[config.mk]
export PLATFORM = sky130hd
export DESIGN_NAME = bneck_stage_sequencer
export DESIGN_NICKNAME = d
export VERILOG_FILES = /design/src/rtl/bneck_stage_sequencer.sv
export SDC_FILE = /design/constraint.sdc
export NUM_CORES = 1
export LEC_CHECK = 0
export ABC_AREA = 1
export CAP_MARGIN = 20
export CORE_MARGIN = 1.5
export CORE_UTILIZATION = 40
export DETAILED_ROUTE_END_ITERATION = 10
export DONT_BUFFER_PORTS = 1
export GPL_ROUTABILITY_DRIVEN = 0
export GPL_TIMING_DRIVEN = 0
export PLACE_DENSITY = 0.53
export SYNTH_ARGS = -nofsm -noshare
export SYNTH_HDL_FRONTEND = slang
export SYNTH_SLANG_ARGS = --single-unit
[constraint.sdc]
create_clock -name clk -period 8.4 [get_ports clk]
set_input_delay 1.68 -clock clk [delete_from_list [all_inputs] [get_ports clk]]
set_output_delay 1.68 -clock clk [all_outputs]
set_load 0.05 [all_outputs]
[src/rtl/bneck_stage_sequencer.sv]
// Phase sequencer for one BNECK block: walks conv1/conv2/conv3 output coordinates
// over a valid/ready issue port and advances a phase only once every output is acked.
module bneck_stage_sequencer #(
  parameter int INPUT_CHANNELS    = 16,
  parameter int EXPANDED_CHANNELS = 64,
  parameter int OUTPUT_CHANNELS   = 24,
  parameter int FEATURE_SIZE      = 112,
  parameter int STRIDE            = 1,
  parameter int BNECK_ID          = 0,
  parameter int CNT_W             = 24
) (
  input  logic       clk,
  input  logic       rst,
  input  logic       start,
  input  logic       abort,
  output logic       issue_valid,
  input  logic       issue_ready,
  output logic [1:0] issue_stage,
  output logic [7:0] issue_channel,
  output logic [7:0] issue_row,
  output logic [7:0] issue_col,
  output logic       issue_last,
  input  logic       ack_valid,
  output logic       busy,
  output logic       done,
  output logic       err_ack_overflow,
  output logic [3:0] blk_id
);

  // Every index rides on an 8-bit issue field.
  if (INPUT_CHANNELS > 256 || EXPANDED_CHANNELS > 256 || OUTPUT_CHANNELS > 256 ||
      FEATURE_SIZE > 256) begin : g_range_check
    $error("bneck_stage_sequencer: dimension exceeds 8-bit index range");
  end

  typedef enum logic [2:0] {S_IDLE, S_CONV1, S_CONV2, S_CONV3, S_DONE} state_t;

  localparam int OS = (FEATURE_SIZE + STRIDE - 1) / STRIDE;
  localparam logic [CNT_W-1:0] N1 = CNT_W'(FEATURE_SIZE * FEATURE_SIZE * EXPANDED_CHANNELS);
  localparam logic [CNT_W-1:0] N2 = CNT_W'(OS * OS * EXPANDED_CHANNELS);
  localparam logic [CNT_W-1:0] N3 = CNT_W'(OS * OS * OUTPUT_CHANNELS);
  localparam logic [7:0] FS_MAX  = 8'(FEATURE_SIZE - 1);
  localparam logic [7:0] OS_MAX  = 8'(OS - 1);
  localparam logic [7:0] EXP_MAX = 8'(EXPANDED_CHANNELS - 1);
  localparam logic [7:0] OUT_MAX = 8'(OUTPUT_CHANNELS - 1);

  state_t           state_q, state_d;
  logic [CNT_W-1:0] issued_q, acked_q, issued_nx, acked_nx, n_cur;
  logic [7:0]       ch_q, row_q, col_q, ch_max, sp_max;
  logic             valid_q, err_q, in_conv, xfer, at_last, ack_ok, stage_done;

  always_comb begin
    in_conv     = 1'b0;
    n_cur       = '0;
    ch_max      = EXP_MAX;
    sp_max      = OS_MAX;
    issue_stage = 2'd0;
    case (state_q)
      S_CONV1: begin in_conv = 1'b1; n_cur = N1; sp_max = FS_MAX; issue_stage = 2'd1; end
      S_CONV2: begin in_conv = 1'b1; n_cur = N2; issue_stage = 2'd2; end
      S_CONV3: begin in_conv = 1'b1; n_cur = N3; ch_max = OUT_MAX; issue_stage = 2'd3; end
      default: ;
    endcase
  end

  // An ack is legal only against a beat already issued, counting one transferring now.
  assign xfer       = valid_q && issue_ready;
  assign at_last    = (ch_q == ch_max) && (col_q == sp_max) && (row_q == sp_max);
  assign issued_nx  = issued_q + CNT_W'(xfer);
  assign ack_ok     = ack_valid && in_conv && (acked_q < issued_nx);
  assign acked_nx   = acked_q + CNT_W'(ack_ok);
  assign stage_done = in_conv && (issued_nx == n_cur) && (acked_nx == n_cur);

  always_comb begin
    state_d = state_q;
    case (state_q)
      S_IDLE:  if (start) state_d = S_CONV1;
      S_CONV1: if (abort) state_d = S_IDLE; else if (stage_done) state_d = S_CONV2;
      S_CONV2: if (abort) state_d = S_IDLE; else if (stage_done) state_d = S_CONV3;
      S_CONV3: if (abort) state_d = S_IDLE; else if (stage_done) state_d = S_DONE;
      default: state_d = S_IDLE;
    endcase
  end

  always_ff @(posedge clk) begin
    if (rst) state_q <= S_IDLE;
    else     state_q <= state_d;
  end

  always_ff @(posedge clk) begin
    if (rst) begin
      issued_q <= '0;
      acked_q  <= '0;
      ch_q     <= '0;
      row_q    <= '0;
      col_q    <= '0;
      valid_q  <= 1'b0;
      err_q    <= 1'b0;
    end else begin
      if (ack_valid && !ack_ok) err_q <= 1'b1;
      if (state_d != state_q) begin
        // Any phase change restarts the walk; a new conv phase presents beat 0 at once.
        issued_q <= '0;
        acked_q  <= '0;
        ch_q     <= '0;
        row_q    <= '0;
        col_q    <= '0;
        valid_q  <= (state_d == S_CONV1) || (state_d == S_CONV2) || (state_d == S_CONV3);
      end else begin
        issued_q <= issued_nx;
        acked_q  <= acked_nx;
        if (xfer) begin
          if (at_last) begin
            valid_q <= 1'b0;
          end else if (ch_q != ch_max) begin
            ch_q <= ch_q + 8'd1;
          end else begin
            ch_q <= '0;
            if (col_q != sp_max) begin
              col_q <= col_q + 8'd1;
            end else begin
              col_q <= '0;
              row_q <= row_q + 8'd1;
            end
          end
        end
      end
    end
  end

  assign issue_valid      = valid_q;
  assign issue_channel    = ch_q;
  assign issue_row        = row_q;
  assign issue_col        = col_q;
  assign issue_last       = valid_q && at_last;
  assign busy             = (state_q != S_IDLE);
  assign done             = (state_q == S_DONE);
  assign err_ack_overflow = err_q;
  assign blk_id           = 4'(BNECK_ID);

endmodule

After elaboration in Yosys (flattened, before gate mapping)
Cells that the tools add are included.
W data, S select, Z words.
- register bits after elaboration: 77
- bits of input ports: 6
- output and inout bits: 35
- word-level logic and storage cells: 72
- $add $sub $neg: 5
- order comparisons: 1
- equality and inequality tests: 15
- mux-type cells: 17
- bitwise operators: 3
- reductions and logical operators: 23
- operators by type and width (kind ; number):
    $add A24 B1 Y24 ; 2
    $eq A24 B24 Y1 ; 2
    $pmux W20 S2 ; 1
    $add A8 B1 Y8 const B ; 3
    $lt A24 B24 Y1 ; 1
    $mux W3 ; 7
    $eq A8 B7 Y1 const B ; 2
    $mux W8 ; 2
    $eq A3 B2 Y1 const B ; 4
    $pmux W3 S4 ; 1
    $logic_and A1 B1 Y1 ; 9
    $eq A8 B8 Y1 ; 1
    $ne A8 B7 Y1 const B ; 1
    $ne A8 B8 Y1 ; 1
    $eq A3 B1 Y1 const B ; 2
    $mux W6 ; 1
    $pmux W2 S3 ; 1
    $mux W1 ; 4
    $reduce_and A2 Y1 ; 2
    $reduce_and A4 Y1 ; 1
    $reduce_bool A2 Y1 ; 2
    $reduce_or A2 Y1 ; 2
    $eq A3 B3 Y1 const B ; 1
    $logic_not A3 Y1 ; 1
    7 further kinds ; 10

Logic depth before layout (Yosys ltp)
Gate-level depths: netlist of the first run.
- depth in word-level cells: 15
- mapped depth: 43
- gate-level depth less buffers: 43

Worst setup path after synthesis of the first run
OpenSTA, ideal clock, no wires.
- path kind: input to register
- start point: input port issue_ready
- end point: register row_q[5], in the netlist issue_row[5]
- library setup time: 67 ps
- arrival: 6073 ps
- required time: 8333 ps
- setup slack: 2260 ps
- stages on the path: 40
- path buffers: 1
- cell sequence: nand2_1 -> inv_1 -> ha_1 -> ha_1 -> nand2_2 -> nor2_8 -> nand2_4 -> nor2_4 -> nand2_1 -> nand2_1 -> inv_1 -> ha_1 -> nand4_1 -> nor2_1 -> a2111oi_0 -> inv_1 -> o21ai_0 -> nand2_1 -> [... 4 more ...] -> inv_2 -> nand2_1 -> nor2_2 -> inv_1 -> nand2_1 -> nand2_1 -> nand2_1 -> nand2_1 -> nor2_1 -> nand2_1 -> nor2_2 -> nand2_1 -> nand2_2 -> nand3_2 -> nand2_2 -> nand4_4 -> buf_6 -> a21oi_2
- cells in the longest elaborated chain, start to end: 12
- elaborated cells between the ends (all ways): 19
- those cells by class: 2 x add/sub; 1 x order compare; 3 x eq/ne; 7 x mux; 6 x reduce/logical
- ends and longest elaborated chain (element ; RTL line ; text):
    start, declared ; 17 ; input logic issue_ready,
    $logic_and A1 B1 Y1 (*) ; 67 ; assign xfer = valid_q && issue_ready;
    $add A24 B1 Y24 ; 69 ; assign issued_nx = issued_q + CNT_W'(xfer);
    $lt A24 B24 Y1 ; 70 ; assign ack_ok = ack_valid && in_conv && (acked_q < issued_nx);
    $logic_and A1 B1 Y1 ; 70 ;
    $add A24 B1 Y24 ; 71 ; assign acked_nx = acked_q + CNT_W'(ack_ok);
    $eq A24 B24 Y1 ; 72 ; assign stage_done = in_conv && (issued_nx == n_cur) && (acked_nx == n_cur);
    $logic_and A1 B1 Y1 ; 72 ;
    $mux W3, on equally long branches (2 in series) ; 80, 78, 79 ;
    $pmux W3 S4 ; 76 ; case (state_q)
    $ne A3 B3 Y1 ; 101 ; if (state_d != state_q) begin
    $reduce_or A2 Y1 (no line) ; - ;
    end signal, assigned ; 123 ; row_q <= row_q + 8'd1;
    end, declared ; 49 ; logic [7:0] ch_q, row_q, col_q, ch_max, sp_max;
Mark *: on every way between the ends. The rest lies on a longest branch, timed or not.
A chain may end at the register's enable or synchronous reset.

Worst setup path in the final report of the first run
- start point: input port issue_ready
- end point: register issued_q[23]
- cells in the longest elaborated chain, start to end: 12
- elaborated cells between the ends (all ways): 18
- those cells by class: 2 x add/sub; 1 x order compare; 3 x eq/ne; 7 x mux; 5 x reduce/logical
- ends and longest elaborated chain (element ; RTL line ; text):
    $logic_and A1 B1 Y1 (*) ; 67 ;
    $add A24 B1 Y24 (*) ; 69 ;
    $lt A24 B24 Y1 ; 70 ;
    $logic_and A1 B1 Y1 ; 70 ;
    $add A24 B1 Y24 ; 71 ;
    $eq A24 B24 Y1 ; 72 ;
    $logic_and A1 B1 Y1 ; 72 ;
    $mux W3, on equally long branches (2 in series) ; 80, 78, 79 ;
    $pmux W3 S4 ; 76 ;
    $ne A3 B3 Y1 ; 101 ;
    $reduce_or A2 Y1 (no line) ; - ;
    end signal, assigned ; 110 ; issued_q <= issued_nx;
    end, declared ; 48 ; logic [CNT_W-1:0] issued_q, acked_q, issued_nx, acked_nx, n_cur;
Marked as above.

==> metrics.cfg, run 1 <==
[clock_network]
h-tree-depth = 3
cts.sinks = 77
clkLatencyLatePin_ns = 0.35
clk_transition_reported_paths_ns = 0.06
inserted_clock_buffers = 9
cts_root_buf = sky130_fd_sc_hd__clkbuf_16
ctsResizeCount = 0
cts_tree = yes
hold_buffers = 0
post_cts_buffers = 0
cts-root-to-sink-buffers = 2

[timing]
final.setup_skew_ns = 0.00524
grt_setup_unrepaired = no
final_critical_path_share_of_the_clock_period_pct = 84.3
fmax_mhz = 141
slew_violations = 0
finalSetupViolCount = 0
max_slew.worst_pin.slew_ns = 0.947
setup-tns-final_ns = 0
slew_headroom_pct = 36.6
final-hold-violation-count = 0
layout_min_cycle_time_ns = 7.08

[synth]
synth_ff_type = sky130_fd_sc_hd__dfxtp_1
yosys_register_bits = 77
yosysWarnings = 0
synthesis.area_sq_um = 5760
postSynth.asyncResetShare_pct = 0
post_synth_num_cell_types = 37
postSynthCellCount = 916
yosysSeqAreaShare_pct = 26.8
synthesis.area_per_instance_sq_um = 6.29
synth_enable_flop_cells = 0

[die]
design.core.area_sq_um = 14000
top_ports = 41
die_h_um = 123
placement_rows = 43
die_area_sq_um = 15100
fp.dieW_um = 123
initial_core_util_pct = 41.2

[layout]
post-route-cell-area_sq_um = 6320
footprint_of_the_multi_input_gates_sq_um = 3620
filler_cell_count = 1528
final_cell_count_no_fill = 1115
drive_above_1_share_pct = 15.0
final_net_count = 967
n_antenna_cell = 0
syn2layout_area_growth_pct = 9.69
seqCellArea_sq_um = 1540

[pwr]
leakage_uw = 0.00274
power_per_cell_area_nw_per_um2 = 139
max-vdd-ir-drop_v = 0.0000920

[route]
number_of_design_rule_violations_left_after_detail_routing = 0
drt_pre_antenna_iters = 4
avgViaCountPerCell = 4.74
detail_route.wl_per_cell_um = 13.3
wire_length_after_detailed_routing_mm = 14.8
detail_route.iter0.violations = 334
drt.antenna.violating_nets = 0
vias = 5283

[placement]
place_inst = 1100
placed_area_sq_um = 6010
place_hpwl_mm = 12.0
port_buffers = 0

[grt]
antenna_violations_before_repair = 0
gr-total-overflow = 0
grt.total_usage_pct = 21.0
grt_first_pass_wirelength_mm = 24.0
grt_start_max_net_pins = 13
first_global_vias = 4816

[setup_path]
crit_path_max_fanout = 10
critical-path-slowest-cell = sky130_fd_sc_hd__a2111oi_0
worstPathRequired_ns = 8.64
cp-start-kind = input port
critical_path.most_common_cell = sky130_fd_sc_hd__nand2_1
worstSetupPathType = input port to register
worstSetupEndpointType = register
critical_path.max_stage_delay_ns = 0.28
critical-path-top-delay-family = simple AND/OR/NAND/NOR gates
crit_buf_inv = 6
cp.arrival_ns = 7.32

[worst_hold_path]
worst_hold_path_type = register to register

[status]
status = finished, final reports clean

[job]
maxCapViolCount = 0

[cells in the mapped netlist (all sizes together) (7+ instances only)]
cell | number | area share (%)
buf | 11 | 1.9
o21ai | 14 | 1.3
xor2 | 10 | 1.5
nand2 | 287 | 20
xnor2 | 7 | 1.1
ha | 30 | 6.5
a21oi | 25 | 2.9
inv | 135 | 8.8
nor3 | 17 | 1.5
dfxtp | 77 | 27
nand3b | 8 | 1.0
nor2 | 187 | 16
nand3 | 74 | 6.6
nand4 | 16 | 2.0
[sequential cells by signal, summed over array words and instances (netlist names)]
register,cells
acked_q,24
issued_q,24
issue_channel,8
issue_col,8
issue_row,8
state_q,3
err_ack_overflow,1
issue_valid,1
[power breakdown]
part	total, uW	switching [uW]	internal (uW)
sequential	374	6.58	367
combinational	79.5	56.5	23.0
clock	425	160	265
total	878	223	655
[cell type report]
cell class,count,area share (%)
flip-flops and latches,77,24.4
repair buffers,1,0.119
clock inverters,5,1.19
clock buffers,10,3.78
plain buffers,11,1.72
well taps,180,3.56
multi-input cells,696,57.2
inverters,135,8.02
[path summary, 6_finish.rpt]
kind               startpoint      endpoint  slack (ns)  cells after the start
setup / recovery  issue_ready  issued_q[23]        1.32                     39
hold / removal     acked_q[4]    acked_q[4]        0.55                      2
setup reg to reg  issue_valid  issued_q[23]        1.83                     39
hold reg to reg    acked_q[4]    acked_q[4]        0.55                      2
[stage by stage]
| step | power (uW) | utilization (%) | setup slack [ns] | hold WS (ns) |
|---|---|---|---|---|
| final | 878 | 45.2 | 1.32 | 0.553 |
| after global routing | 911 | 45.2 | 0.626 | 0.607 |
| after CTS | 891 | 45.2 | 1.20 | 0.555 |
| after detailed placement | 463 | 42.9 | 0.848 | 0.547 |
| after global placement | 463 | 42.9 | 0.863 | 0.542 |
| after floorplan | 444 | - | 2.26 | 0.512 |
[worst register-to-register path: cells and delay by family (launching register included)]
kind            cells  cell delay (ns)
flops               1             0.67
buf+inv             6             0.85
simple gates       26             3.36
compound gates      2             0.45
fa+ha+maj           5             1.12
[placed cells by master, fill, tap and decap left out, drive strengths merged, types with 3 or more instances in the layout]
master  count
a21oi      25
o21ai      14
clkbuf     10
clkinv      3
o21bai      3
xnor2       7
nand3b      8
conb        4
xor2       10
buf        12
ha         30
inv       135
dfxtp      77
nor2      187
nand4      16
nand2     287
or2         3
nand3      74
nor3       17
[cells by family (layout without fill, tap and decap cells)]
kind of cell,after synthesis,after routing,share of synthesized area [%]
flops,77,77,26.8
xor+xnor,17,17,2.58
buf+inv,146,162,10.7
other cells,1,4,0.0651
compound gates,52,52,5.91
fa+ha+maj,30,30,6.51
simple gates,593,593,47.5
[metal layers]
layer	part of all wire, %	GRT usage, %
met5	0	0
met4	2.0	7.97
met3	3.4	3.87
met2	46	34.3
met1	49	27.4
(Power assumes the default switching activity.)
==> run 2: changes to the inputs <==
- PLACE_DENSITY: 0.53 -> 0.55
- clock period: 8.4 -> 5.95 ns (I/O delays scaled with it)
==> run 2 against run 1 <==
  * Critical path depth increased by 3
  * Clock power is 26% higher
  * Non-clock buffer count up 27
  * Combinational power up 85%
  * Wire length is 4.9% higher
  * Final cell count increased by 2.4%
  * Sequential share of layout area decreased by 2.3 points
  * First-iteration DRC count down 6.6%
  * Critical path type unchanged
==> metrics.cfg, run 2 (synthesis results as in run 1) <==
[timing]
max_slew.worst_pin.slew_ns = 0.936  ; -0.0104 ns
final-hold-violation-count = 0  ; unchanged
layout_min_cycle_time_ns = 5.65
finalSetupViolCount = 0  ; unchanged
hold-worst-slack_ns = 0.550  ; -0.00296 ns
slew_violations = 0  ; unchanged
setup-tns-final_ns = 0  ; unchanged
slew_headroom_pct = 37.3  ; +0.70 points
final.setup_skew_ns = 0.00659  ; +0.00135 ns
fmax_mhz = 177
final_critical_path_share_of_the_clock_period_pct = 95.0

[clock_network]
cts-root-to-sink-buffers = 2  ; unchanged
cts_root_buf = sky130_fd_sc_hd__clkbuf_16
clkLatencyLatePin_ns = 0.34  ; about the same
cts_tree = yes
cts.sinks = 77  ; unchanged
h-tree-depth = 3  ; unchanged
inserted_clock_buffers = 9  ; unchanged
hold_buffers = 0  ; unchanged
clk_transition_reported_paths_ns = 0.06  ; about the same

[layout]
n_antenna_cell = 0  ; unchanged
layout.cells.most_common = sky130_fd_sc_hd__nand2_1
most-common-layout-cells = sky130_fd_sc_hd__nand2_1, sky130_fd_sc_hd__inv_1, sky130_fd_sc_hd__nor2_1, sky130_fd_sc_hd__nor2_2, sky130_fd_sc_hd__dfxtp_1
syn2layout_area_growth_pct = 21.0
drive_above_1_share_pct = 24.5  ; +9.6 points
layout_top_registers = acked_q x24, issued_q x24
post-route-cell-area_sq_um = 6970  ; +10%
final_net_count = 994  ; +2.8%

[die]
die_area_sq_um = 15100  ; unchanged
design.core.area_sq_um = 14000  ; unchanged
die_h_um = 123  ; unchanged
placement_rows = 43  ; unchanged
initial_core_util_pct = 41.2  ; unchanged
top_ports = 41  ; unchanged
fp.dieW_um = 123  ; unchanged

[route]
m1WireLength_mm = 7.57  ; +4.4%
drt_pre_antenna_iters = 4  ; unchanged
detail_route.iter0.violations = 312  ; -6.6%
wl_met2_mm = 7.11  ; +5.4%
avgViaCountPerCell = 4.83  ; +1.8%
wire_length_after_detailed_routing_mm = 15.5  ; +4.9%
highest_layer = met4
wl_met3_um = 477  ; -3.8%
detail_route.wl_per_cell_um = 13.6  ; +2.4%
vias = 5511  ; +4.3%
drt.antenna.violating_nets = 0  ; unchanged
number_of_design_rule_violations_left_after_detail_routing = 0  ; unchanged

[worst_hold_path]
holdPathStages = 2  ; unchanged
min_delay_worst_endpoint = acked_q[4]
worst_hold_path_type = register to register
hold_start = acked_q[4]

[placement]
place_hpwl_mm = 12.0  ; -0.21%
placed_area_sq_um = 6000  ; about the same
port_buffers = 0  ; unchanged

[setup_path]
rr_startpoint = issue_valid
worst-r2r-cell-count = 42  ; +7.7%
critical-path-slowest-cell = sky130_fd_sc_hd__ha_1
cp-start-kind = input port
crit_path_max_fanout = 7  ; -3
r2r-end = issue_channel[2]
worstSetupPathType = input port to register
critical_path.most_common_cell = sky130_fd_sc_hd__nand2_2
worstPathRequired_ns = 6.23  ; -2.41 ns
critical_path.max_stage_delay_ns = 0.28  ; about the same
cp.arrival_ns = 5.93  ; -1.39 ns
worstSetupEndpointType = register
reg2reg_setup_slack_ns = 0.54  ; -1.29 ns

[pwr]
power_per_cell_area_nw_per_um2 = 174  ; +25%
leakage_uw = 0.00300  ; +9.4%
max-vdd-ir-drop_v = 0.000124  ; +35%
p_total_uw = 1210  ; +38%

[grt]
antenna_violations_before_repair = 0  ; unchanged
first_global_vias = 5011  ; +4.0%
grt.total_usage_pct = 21.5  ; +0.50 points
grt_start_max_net_pins = 12  ; -1
gr-total-overflow = 0  ; unchanged
grt_first_pass_wirelength_mm = 24.7  ; +2.9%

[job]
maxCapViolCount = 0  ; unchanged

[status]
status = finished, final reports clean

run 2: per-layer routing:
layer  GRT usage (%)  vias to the layer above
li1                -                     2948
met1            27.9                     2461
met2            35.7                       76
met3            3.60                       26
met4            7.90                        0
met5               0                        -
run 2: worst max-delay path by stage:
| stage | slack [ns] | to | from | cells after the start |
|---|---|---|---|---|
| floorplan | 0.30 | issue_row[5] | issue_ready | 40 |
| detailed placement | -1.20 | issued_q[23] | issue_ready | 39 |
| global route | -0.05 | issue_col[3] | issue_ready | 39 |
| CTS | 0.01 | issue_row[5] | issue_ready | 42 |
| global placement | -1.17 | issued_q[23] | issue_ready | 39 |
| finish | 0.30 | issue_channel[2] | issue_ready | 42 |
run 2: timing repair:
action                                  4_1_cts  5_1_grt
gates cloned                                  0        2
resized for setup                            46       68
endpoints found under the setup margin       76       73
pin swaps                                    11       35
buffers inserted                              5       21
run 2: worst max-delay path: cells and delay by family:
family	cells	cell delay, ns
AND/OR/NAND/NOR	24	2.26
buffers and inverters	9	0.98
adder cells (fa/ha/maj)	5	0.88
AO/OA/AOI/OAI	4	0.60
run 2: report_power, final:
part | internal [uW] | switching, uW
clock network | 323 | 215
registers | 519 | 9.88
logic | 55.3 | 91.6
total | 897 | 316
run 2: final cells by class:
class                      instances  area [sq um]
clock buffer                      13           240
tap                              180           225
sequential                        77          1540
buffer                            11           170
inverter                         135           517
timing repair buffer              28           265
fill                            1503          7020
clock inverter                     2          35.0
multi-input combinational        696          3980
run 2: per-stage QoR:
step	util, %	std cells	worst slack, ns
3_5_place_dp	42.9	1099	-1.20
5_1_grt	49.8	1142	-0.0508
6_report	49.8	1142	0.295
2_1_floorplan	-	919	0.300
4_1_cts	46.5	1119	0.0123
3_3_place_gp	42.9	1099	-1.17
==> run 3: changes to the inputs <==
- PLACE_DENSITY: 0.55 -> 0.63
==> run 3 against run 2 <==
  * Clock power is 11% higher
  * Clock-buffer cell count is 3 lower
  * Worst setup slack worse by 0.040 ns
  * Wire length is 0.77% lower
  * Critical endpoint is now issued_q[15]
  * Largest cell class unchanged
  * Highest routed layer unchanged
==> metrics.cfg, run 3 (synthesis results as in run 1) <==
[timing]
slew_headroom_pct = 37.4  ; about the same
slew_violations = 0  ; unchanged
layout_min_cycle_time_ns = 5.69  ; +0.0397 ns
grt_setup_unrepaired = yes
fmax_mhz = 176  ; -0.70%
max_slew.worst_pin.slew_ns = 0.936  ; -0.000433 ns
finalSetupViolCount = 0  ; unchanged
final-hold-violation-count = 0  ; unchanged
final.setup_skew_ns = 0.00686  ; +0.000268 ns
setup-tns-final_ns = 0  ; unchanged
final_critical_path_share_of_the_clock_period_pct = 95.7  ; +0.67 points
fin_ws_ns = 0.256  ; -0.0397 ns

[grt]
grt_start_max_net_pins = 14  ; +2
first_global_vias = 4963  ; -0.96%
gr-total-overflow = 0  ; unchanged
antenna_violations_before_repair = 0  ; unchanged
globalRouteMet1Util_pct = 28.2  ; +0.27 points
global_route.peak_usage_layer = met2
grt_first_pass_wirelength_mm = 24.5  ; -0.89%
met3_track_demand_over_resource_in_global_routing_pct = 4.38  ; +0.78 points
gr-usage-met2_pct = 33.8  ; -1.9 points
grt.total_usage_pct = 21.1  ; -0.35 points

[layout]
final_net_count = 993  ; -0.10%
most-common-layout-cells = sky130_fd_sc_hd__nand2_1, sky130_fd_sc_hd__inv_1, sky130_fd_sc_hd__nor2_1, sky130_fd_sc_hd__dfxtp_1, sky130_fd_sc_hd__nor2_2
layout.cells.most_common = sky130_fd_sc_hd__nand2_1
post-route-cell-area_sq_um = 7120  ; +2.1%
layout_top_registers = acked_q x24, issued_q x24
drive_above_1_share_pct = 25.5  ; +0.94 points
filler_cell_count = 1409  ; -6.3%
syn2layout_area_growth_pct = 23.6
n_antenna_cell = 0  ; unchanged

[worst_hold_path]
worst_hold_path_type = register to register
hold_start = acked_q[4]

[setup_path]
critical_path.max_stage_delay_ns = 0.35  ; +0.07 ns
r2r-end = issued_q[15]
reg2reg_setup_slack_ns = 0.47  ; -0.07 ns
critical-path-slowest-cell = sky130_fd_sc_hd__a2111oi_2
critical_path.most_common_cell = sky130_fd_sc_hd__nand2_2
worstPathRequired_ns = 6.24  ; about the same
crit_path_max_fanout = 7  ; unchanged
rr_startpoint = issue_valid
worstSetupEndpointType = register
critPathLaunch = issue_ready
worstSetupPathType = input port to register
crit_end = issued_q[15]
worst-r2r-cell-count = 39  ; -7.1%
cp-start-kind = input port
cp.arrival_ns = 5.98  ; +0.05 ns

[clock_network]
cts_root_buf = sky130_fd_sc_hd__clkbuf_16
h-tree-depth = 3  ; unchanged
cts.sinks = 77  ; unchanged
cts_tree = yes
inserted_clock_buffers = 9  ; unchanged
hold_buffers = 0  ; unchanged
clkLatencyLatePin_ns = 0.35  ; about the same
cts-root-to-sink-buffers = 2  ; unchanged
clk_transition_reported_paths_ns = 0.06  ; about the same

[route]
vias = 5629  ; +2.1%
detail_route.iter0.violations = 341  ; +9.3%
wire_length_after_detailed_routing_mm = 15.4  ; -0.77%
detail_route.wl_per_cell_um = 13.5  ; -0.77%
number_of_design_rule_violations_left_after_detail_routing = 0  ; unchanged
avgViaCountPerCell = 4.93  ; +2.1%
drt_pre_antenna_iters = 6  ; +2
drt.antenna.violating_nets = 0  ; unchanged

[placement]
placed_area_sq_um = 6000  ; unchanged
port_buffers = 0  ; unchanged
detailedPlace.worstSlack_ns = -0.936  ; +0.264 ns
place_hpwl_mm = 11.5  ; -4.1%

[die]
placement_rows = 43  ; unchanged
design.core.area_sq_um = 14000  ; unchanged
top_ports = 41  ; unchanged
die_area_sq_um = 15100  ; unchanged
initial_core_util_pct = 41.2  ; unchanged
fp.dieW_um = 123  ; unchanged
die_h_um = 123  ; unchanged

[pwr]
power_per_cell_area_nw_per_um2 = 180  ; +3.4%
max-vdd-ir-drop_v = 0.000149  ; +20%
leakage_uw = 0.00304  ; +1.5%

[job]
maxCapViolCount = 0  ; unchanged

[status]
status = finished, final reports clean

==> run 3: worst min-delay path by stage <==
stage                       endpoint  slack (ns)  depth (start not counted)
final                     acked_q[4]        0.56                          2
after global routing      acked_q[4]        0.59                          2
after CTS                 acked_q[4]        0.56                          2
after detailed placement  acked_q[4]        0.55                          2
after global placement    acked_q[4]        0.54                          2
after floorplan           acked_q[4]        0.51                          2
==> run 3: layer usage <==
layer / vias to the layer above / share of wire, %
met1: 2534 / 46
met3: 20 / 5.8
met2: 132 / 47
met5: - / 0
met4: 0 / 1.6
li1: 2943 / -
==> run 3: cell type report <==
class | instances | area [sq um] | share of cell area, %
Clock inverter | 6 | 87.6 | 1.23
Clock buffer | 10 | 229 | 3.22
Inverter | 135 | 519 | 7.29
Timing Repair Buffer | 26 | 267 | 3.74
Multi-Input combinational cell | 697 | 4100 | 57.5
Buffer | 11 | 153 | 2.14
Tap cell | 180 | 225 | 3.16
Sequential cell | 77 | 1540 | 21.7
==> run 3: power by group <==
| part | switching (uW) | leakage (uW) | internal, uW | total, uW |
|---|---|---|---|---|
| Combinational | 95.1 | 0.00227 | 60.9 | 156 |
| Sequential | 10.8 | 0.000621 | 519 | 529 |
| Clock | 228 | 0.000156 | 367 | 596 |
==> run 3: critical path, delay by kind of cell <==
family,cells,cell delay [ns]
fa+ha+maj,4,0.66
compound gates,4,0.94
buf+inv,7,0.76
simple gates,24,2.42
==> run 3: repair_timing <==
item | 4_1_cts | 5_1_grt
resized for setup | 40 | 94
setup buffers | 5 | 18
cloned | 2 | 2
setup endpoints to repair | 74 | 74
pin swaps | 9 | 59
==> run 3: per-stage QoR <==
step | total power, uW | utilization (%) | std cells | hold slack [ns]
after global routing | 1320 | 50.9 | 1142 | 0.592
after floorplan | 626 | - | 919 | 0.512
after global placement | 651 | 42.9 | 1099 | 0.539
final | 1280 | 50.9 | 1142 | 0.562
after detailed placement | 652 | 42.9 | 1099 | 0.548
after CTS | 1270 | 46.8 | 1122 | 0.557
